File: config.mk
export PLATFORM = sky130hd
export DESIGN_NAME = mcu_scheduler
export DESIGN_NICKNAME = d
export VERILOG_FILES = /design/src/rtl/jpeg_pkg.sv /design/src/rtl/coef_out_reg.sv /design/src/rtl/mcu_scheduler.sv
export SDC_FILE = /design/constraint.sdc
export NUM_CORES = 1
export LEC_CHECK = 0
export ABC_AREA = 0
export CORE_ASPECT_RATIO = 0.75
export CORE_UTILIZATION = 25
export CTS_BUF_LIST = sky130_fd_sc_hd__clkbuf_8 sky130_fd_sc_hd__clkbuf_16
export CTS_CLUSTER_DIAMETER = 40
export DETAILED_ROUTE_END_ITERATION = 6
export GPL_TIMING_DRIVEN = 0
export HOLD_SLACK_MARGIN = 0.03
export REMOVE_ABC_BUFFERS = 1
export SYNTH_ARGS = -nofsm -noshare
export SYNTH_HDL_FRONTEND = slang
export SYNTH_SLANG_ARGS = --single-unit
File: constraint.sdc
create_clock -name clk -period 1.9 [get_ports clk]
set_input_delay 0.285 -clock clk [delete_from_list [all_inputs] [get_ports clk]]
set_output_delay 0.285 -clock clk [all_outputs]
set_load 0.02 [all_outputs]
File: src/rtl/jpeg_pkg.sv
// Shared JPEG coder types: block size, channel index type
// and the MCU scheduler state encoding.
package jpeg_pkg;

  localparam int BLOCK_SIZE = 64;
  localparam int BEAT_W     = $clog2(BLOCK_SIZE);

  typedef logic [1:0] chan_t;

  typedef enum logic {
    IDLE,
    XFER
  } sched_state_t;

endpackage

File: src/rtl/coef_out_reg.sv
// Single-entry valid/ready register carrying {data, chan, sob, eob}.
// Ports: load/ld_* in, out_ready in, out_* out, can_load out.
module coef_out_reg
  import jpeg_pkg::*;
#(
  parameter int DATA_WIDTH = 10
) (
  input  logic                  clk,
  input  logic                  rst_n,
  input  logic                  load,
  input  logic [DATA_WIDTH-1:0] ld_data,
  input  chan_t                 ld_chan,
  input  logic                  ld_sob,
  input  logic                  ld_eob,
  input  logic                  out_ready,
  output logic                  out_valid,
  output logic [DATA_WIDTH-1:0] out_data,
  output chan_t                 out_chan,
  output logic                  out_sob,
  output logic                  out_eob,
  output logic                  can_load
);

  assign can_load = !out_valid || out_ready;

  always_ff @(posedge clk) begin
    if (!rst_n) begin
      out_valid <= 1'b0;
      out_data  <= '0;
      out_chan  <= '0;
      out_sob   <= 1'b0;
      out_eob   <= 1'b0;
    end else if (load) begin
      out_valid <= 1'b1;
      out_data  <= ld_data;
      out_chan  <= ld_chan;
      out_sob   <= ld_sob;
      out_eob   <= ld_eob;
    end else if (out_ready) begin
      out_valid <= 1'b0;
    end
  end

endmodule

File: src/rtl/mcu_scheduler.sv
// Grants one quantizer lane at a time to the entropy encoder in
// Y/Cb/Cr MCU order. Ports: start/frame_mcus, lane in_*, out_*, status.
module mcu_scheduler
  import jpeg_pkg::*;
#(
  parameter int DATA_WIDTH = 10,
  parameter int ROW        = 3,
  parameter int MCU_W      = 16
) (
  input  logic                      clk,
  input  logic                      rst_n,
  input  logic                      start,
  input  logic [MCU_W-1:0]          frame_mcus,
  input  logic [ROW-1:0]            in_valid,
  input  logic [ROW*DATA_WIDTH-1:0] in_data,
  output logic [ROW-1:0]            in_ready,
  output logic                      out_valid,
  output logic [DATA_WIDTH-1:0]     out_data,
  input  logic                      out_ready,
  output chan_t                     out_chan,
  output logic                      out_sob,
  output logic                      out_eob,
  output logic                      busy,
  output logic                      frame_done
);

  sched_state_t          state, state_nxt;
  chan_t                 cur_chan;
  logic [BEAT_W-1:0]     beat_cnt;
  logic [MCU_W-1:0]      mcu_cnt;
  logic [MCU_W-1:0]      frame_len;
  logic                  can_load;
  logic                  grant;
  logic                  sel_valid;
  logic [DATA_WIDTH-1:0] sel_data;
  logic                  xfer;
  logic                  start_ok;
  logic                  last_beat;
  logic                  last_chan;
  logic                  last_mcu;

  assign busy      = (state == XFER) || out_valid;
  assign start_ok  = start && !busy && (frame_mcus != '0);
  assign grant     = (state == XFER) && can_load;
  assign xfer      = grant && sel_valid;
  assign last_beat = beat_cnt == BEAT_W'(BLOCK_SIZE - 1);
  assign last_chan = cur_chan == chan_t'(ROW - 1);
  assign last_mcu  = mcu_cnt == frame_len - MCU_W'(1);

  assign frame_done = xfer && last_beat
                   && last_chan && last_mcu;

  // Only the granted lane sees ready; others stall even if valid.
  always_comb begin
    sel_valid = 1'b0;
    sel_data  = '0;
    in_ready  = '0;
    for (int i = 0; i < ROW; i++) begin
      if (cur_chan == chan_t'(i)) begin
        sel_valid   = in_valid[i];
        sel_data    = in_data[i*DATA_WIDTH +: DATA_WIDTH];
        in_ready[i] = grant;
      end
    end
  end

  always_ff @(posedge clk) begin
    if (!rst_n) state <= IDLE;
    else        state <= state_nxt;
  end

  always_comb begin
    state_nxt = state;
    unique case (state)
      IDLE: if (start_ok)   state_nxt = XFER;
      XFER: if (frame_done) state_nxt = IDLE;
      default:              state_nxt = IDLE;
    endcase
  end

  always_ff @(posedge clk) begin
    if (!rst_n) begin
      cur_chan  <= '0;
      beat_cnt  <= '0;
      mcu_cnt   <= '0;
      frame_len <= '0;
    end else if (start_ok) begin
      cur_chan  <= '0;
      beat_cnt  <= '0;
      mcu_cnt   <= '0;
      frame_len <= frame_mcus;
    end else if (xfer) begin
      beat_cnt <= beat_cnt + BEAT_W'(1);
      if (last_beat) begin
        if (last_chan) begin
          cur_chan <= '0;
          mcu_cnt  <= mcu_cnt + MCU_W'(1);
        end else begin
          cur_chan <= cur_chan + chan_t'(1);
        end
      end
    end
  end

  coef_out_reg #(
    .DATA_WIDTH(DATA_WIDTH)
  ) u_out (
    .clk      (clk),
    .rst_n    (rst_n),
    .load     (xfer),
    .ld_data  (sel_data),
    .ld_chan  (cur_chan),
    .ld_sob   (beat_cnt == '0),
    .ld_eob   (last_beat),
    .out_ready(out_ready),
    .out_valid(out_valid),
    .out_data (out_data),
    .out_chan (out_chan),
    .out_sob  (out_sob),
    .out_eob  (out_eob),
    .can_load (can_load)
  );

endmodule

==> run_results.csv <==
group,metric,value,unit
global_routing,grt_max_degree,33,
routing,num_vias,2694,
timing,setup_ws,-0.668,ns
routing,wl_per_cell,13.1,um
yosys,postSynthAreaPerCell,8.85,um^2
timing,slew_violations,0,
pwr,power,2.83,mW
die,die_h,97.5,um
pwr,p_leak,1.76,nW
clocking,ctsLongestPathBuffers,2,
pwr,power_density,656,nW/um^2
clocking,clk_pin_slew,0.07,ns
outcome,violations,"negative setup slack",
yosys,ys_types,45,
layout,antenna_cells,0,
place,globalplace.congestion,0.861,
layout,layout_common_cells,"67 x clkdlybuf4s50_1, 45 x dfxtp_1, 32 x nor2_1",
setup_path,cp.arrival,2.28,ns
job,maxCapViolCount,0,
global_routing,overflow,0,
timing,fin_crit,2.57,ns
setup_path,crit_type,"flop to output pin",
routing,first_pass_iters,4,
clocking,cts-root-buf,"clkbuf_16",
global_routing,grt_usage,0.125,
timing,tightest_slew,1.13,ns
global_routing,grt_pass1_wl,12600,um
clocking,hold_buffers,0,
layout,area_growth,41.9,%
timing,tns,-0.806,ns
clocking,worstSkewPairLatency,0.29,ns
timing,relSlewSlack,0.247,
die,start_util,0.259,
timing,clock_skew,0.00577,ns
timing,fin_crit_sh,1.35,
layout,layout_commonest_cell,"clkdlybuf4s50_1",
place,place_hpwl,5440,um
timing,max_clock_freq,0.389,GHz
die,die_w,129,um
global_routing,grt_pass1_vias,2640,
layout,drive_gt1_frac,0.147,
timing,hold_viol_final,0,
setup_path,critPathCaptureType,"output pin",
outcome,status,"finished, violations left",
timing,grt_setup_unrepaired,"true",
yosys,synth-edff-count,0,
yosys,synthArstFlopShare,0,
yosys,synthCells,344,
clocking,cts_tree,"yes",
routing,drc,0,
setup_path,critPathMaxFanout,4,
die,io_pins,73,
timing,setup_viol,2,
yosys,syn-cell-area,3040,um^2
pwr,peakVddDrop,0.314,mV
die,core,11700,um^2
timing,whs,0.491,ns
die,die_area,12600,um^2
routing,drt_iter0_drc,159,
yosys,ys.warnings.count,0,
setup_path,cp-start-kind,"flop",
place,portBuffers,72,
global_routing,antenna_found_initial,0,
routing,wl,7620,um
routing,via_per_inst,4.62,
yosys,ys_seq_elements,56,
yosys,ys.flop_type,"dfxtp_1",
layout,fin_nets,477,
clocking,h-tree-depth,2,
yosys,yosysSeqAreaShare,0.368,
setup_path,critical_path_required,1.62,ns
die,rows,34,
clocking,cts_inserted_buffers,5,
hold_path,hold_path_class,"flop to flop",
routing,antenna_left,0,
clocking,cts_sinks,56,
[Yosys cell counts, drive strengths merged (10+ instances only)]
library cell   n  area (um^2)
nor4          10         83.8
mux2i         29          290
o211ai        10         75.1
nor2b         15         93.8
nor2          34          128
o211a         11          110
nand2         25         93.8
xnor2         12          105
xor2          28          245
nor3          10         55.1
buf           12         60.1
nand3         19         95.1
dfxtp         56         1120
[through the flow]
stage	instance area (um^2)	worst slack [ns]	cells	utilization
global route	4320	-0.776	583	0.368
floorplan	2960	-0.901	326	-
CTS	4240	-0.662	577	0.361
global placement	3880	-1.62	560	0.331
detailed placement	3900	-1.50	561	0.332
finish	4320	-0.668	583	0.368
[power breakdown]
group	switching (mW)	internal [mW]
logic	0.291	0.353
registers	0.0557	1.22
clock network	0.399	0.516
[flip-flops by register name (all words and copies together) (netlist names)]
signal / flops
beat_cnt: 6
cur_chan: 2
frame_len: 16
mcu_cnt: 16
state: 1
u_out.out_chan: 2
u_out.out_data: 10
u_out.out_eob: 1
u_out.out_sob: 1
u_out.out_valid: 1
[metal layers]
metal | wire [um] | global-route usage | up-vias | part of all wire
li1 | - | - | 1367 | -
met2 | 3320 | 0.195 | 70 | 0.44
met3 | 377 | 0.0275 | 13 | 0.049
met1 | 3790 | 0.168 | 1244 | 0.50
met4 | 126 | 0.0434 | 0 | 0.017
met5 | 0 | 0 | - | 0
[cells by family (layout without fill, tap and decap cells)]
logic type               Yosys count  in the layout  synth area share
XOR/XNOR                          40             40             0.115
buffers and inverters             26            103            0.0370
AND/OR/NAND/NOR                  143            143             0.249
flip-flops                        56             56             0.368
adder cells (fa/ha/maj)            4              4            0.0164
AO/OA/AOI/OAI                     46             46             0.118
multiplexers                      29             29            0.0954
[final timing paths]
kind / start / endpoint / slack (ns) / cells past startpoint
max: frame_len[3] / frame_done / -0.67 / 7
min: u_out.out_eob / u_out.out_eob / 0.49 / 2
max reg2reg: frame_len[3] / state / -0.14 / 7
min reg2reg: u_out.out_eob / u_out.out_eob / 0.49 / 2
[area by class of cell]
| class | count | area [um^2] |
|---|---|---|
| Fill cell | 1167 | 7420 |
| Multi-Input combinational cell | 262 | 1950 |
| Sequential cell | 56 | 1150 |
| Timing Repair Buffer | 87 | 845 |
| Tap cell | 162 | 203 |
| Clock buffer | 6 | 139 |
| Inverter | 8 | 30.0 |
| Clock inverter | 2 | 7.51 |
[timing repair]
item | 4_1_cts | 5_1_grt
endpoints found under the setup margin | 59 | 20
buffers inserted | 8 | 6
pin swaps | 11 | 7
resized for setup | 39 | 22
[worst max-delay path, stage by stage, from the launching register on]
cell,delay (ns)
dfxtp_4,0.35
or3_4,0.44
nor3b_2,0.30
nor3_1,0.11
nor3_2,0.17
nand4_1,0.19
nor3_2,0.25
buf_4,0.17
No activity file was read; power rests on OpenSTA's default activity.
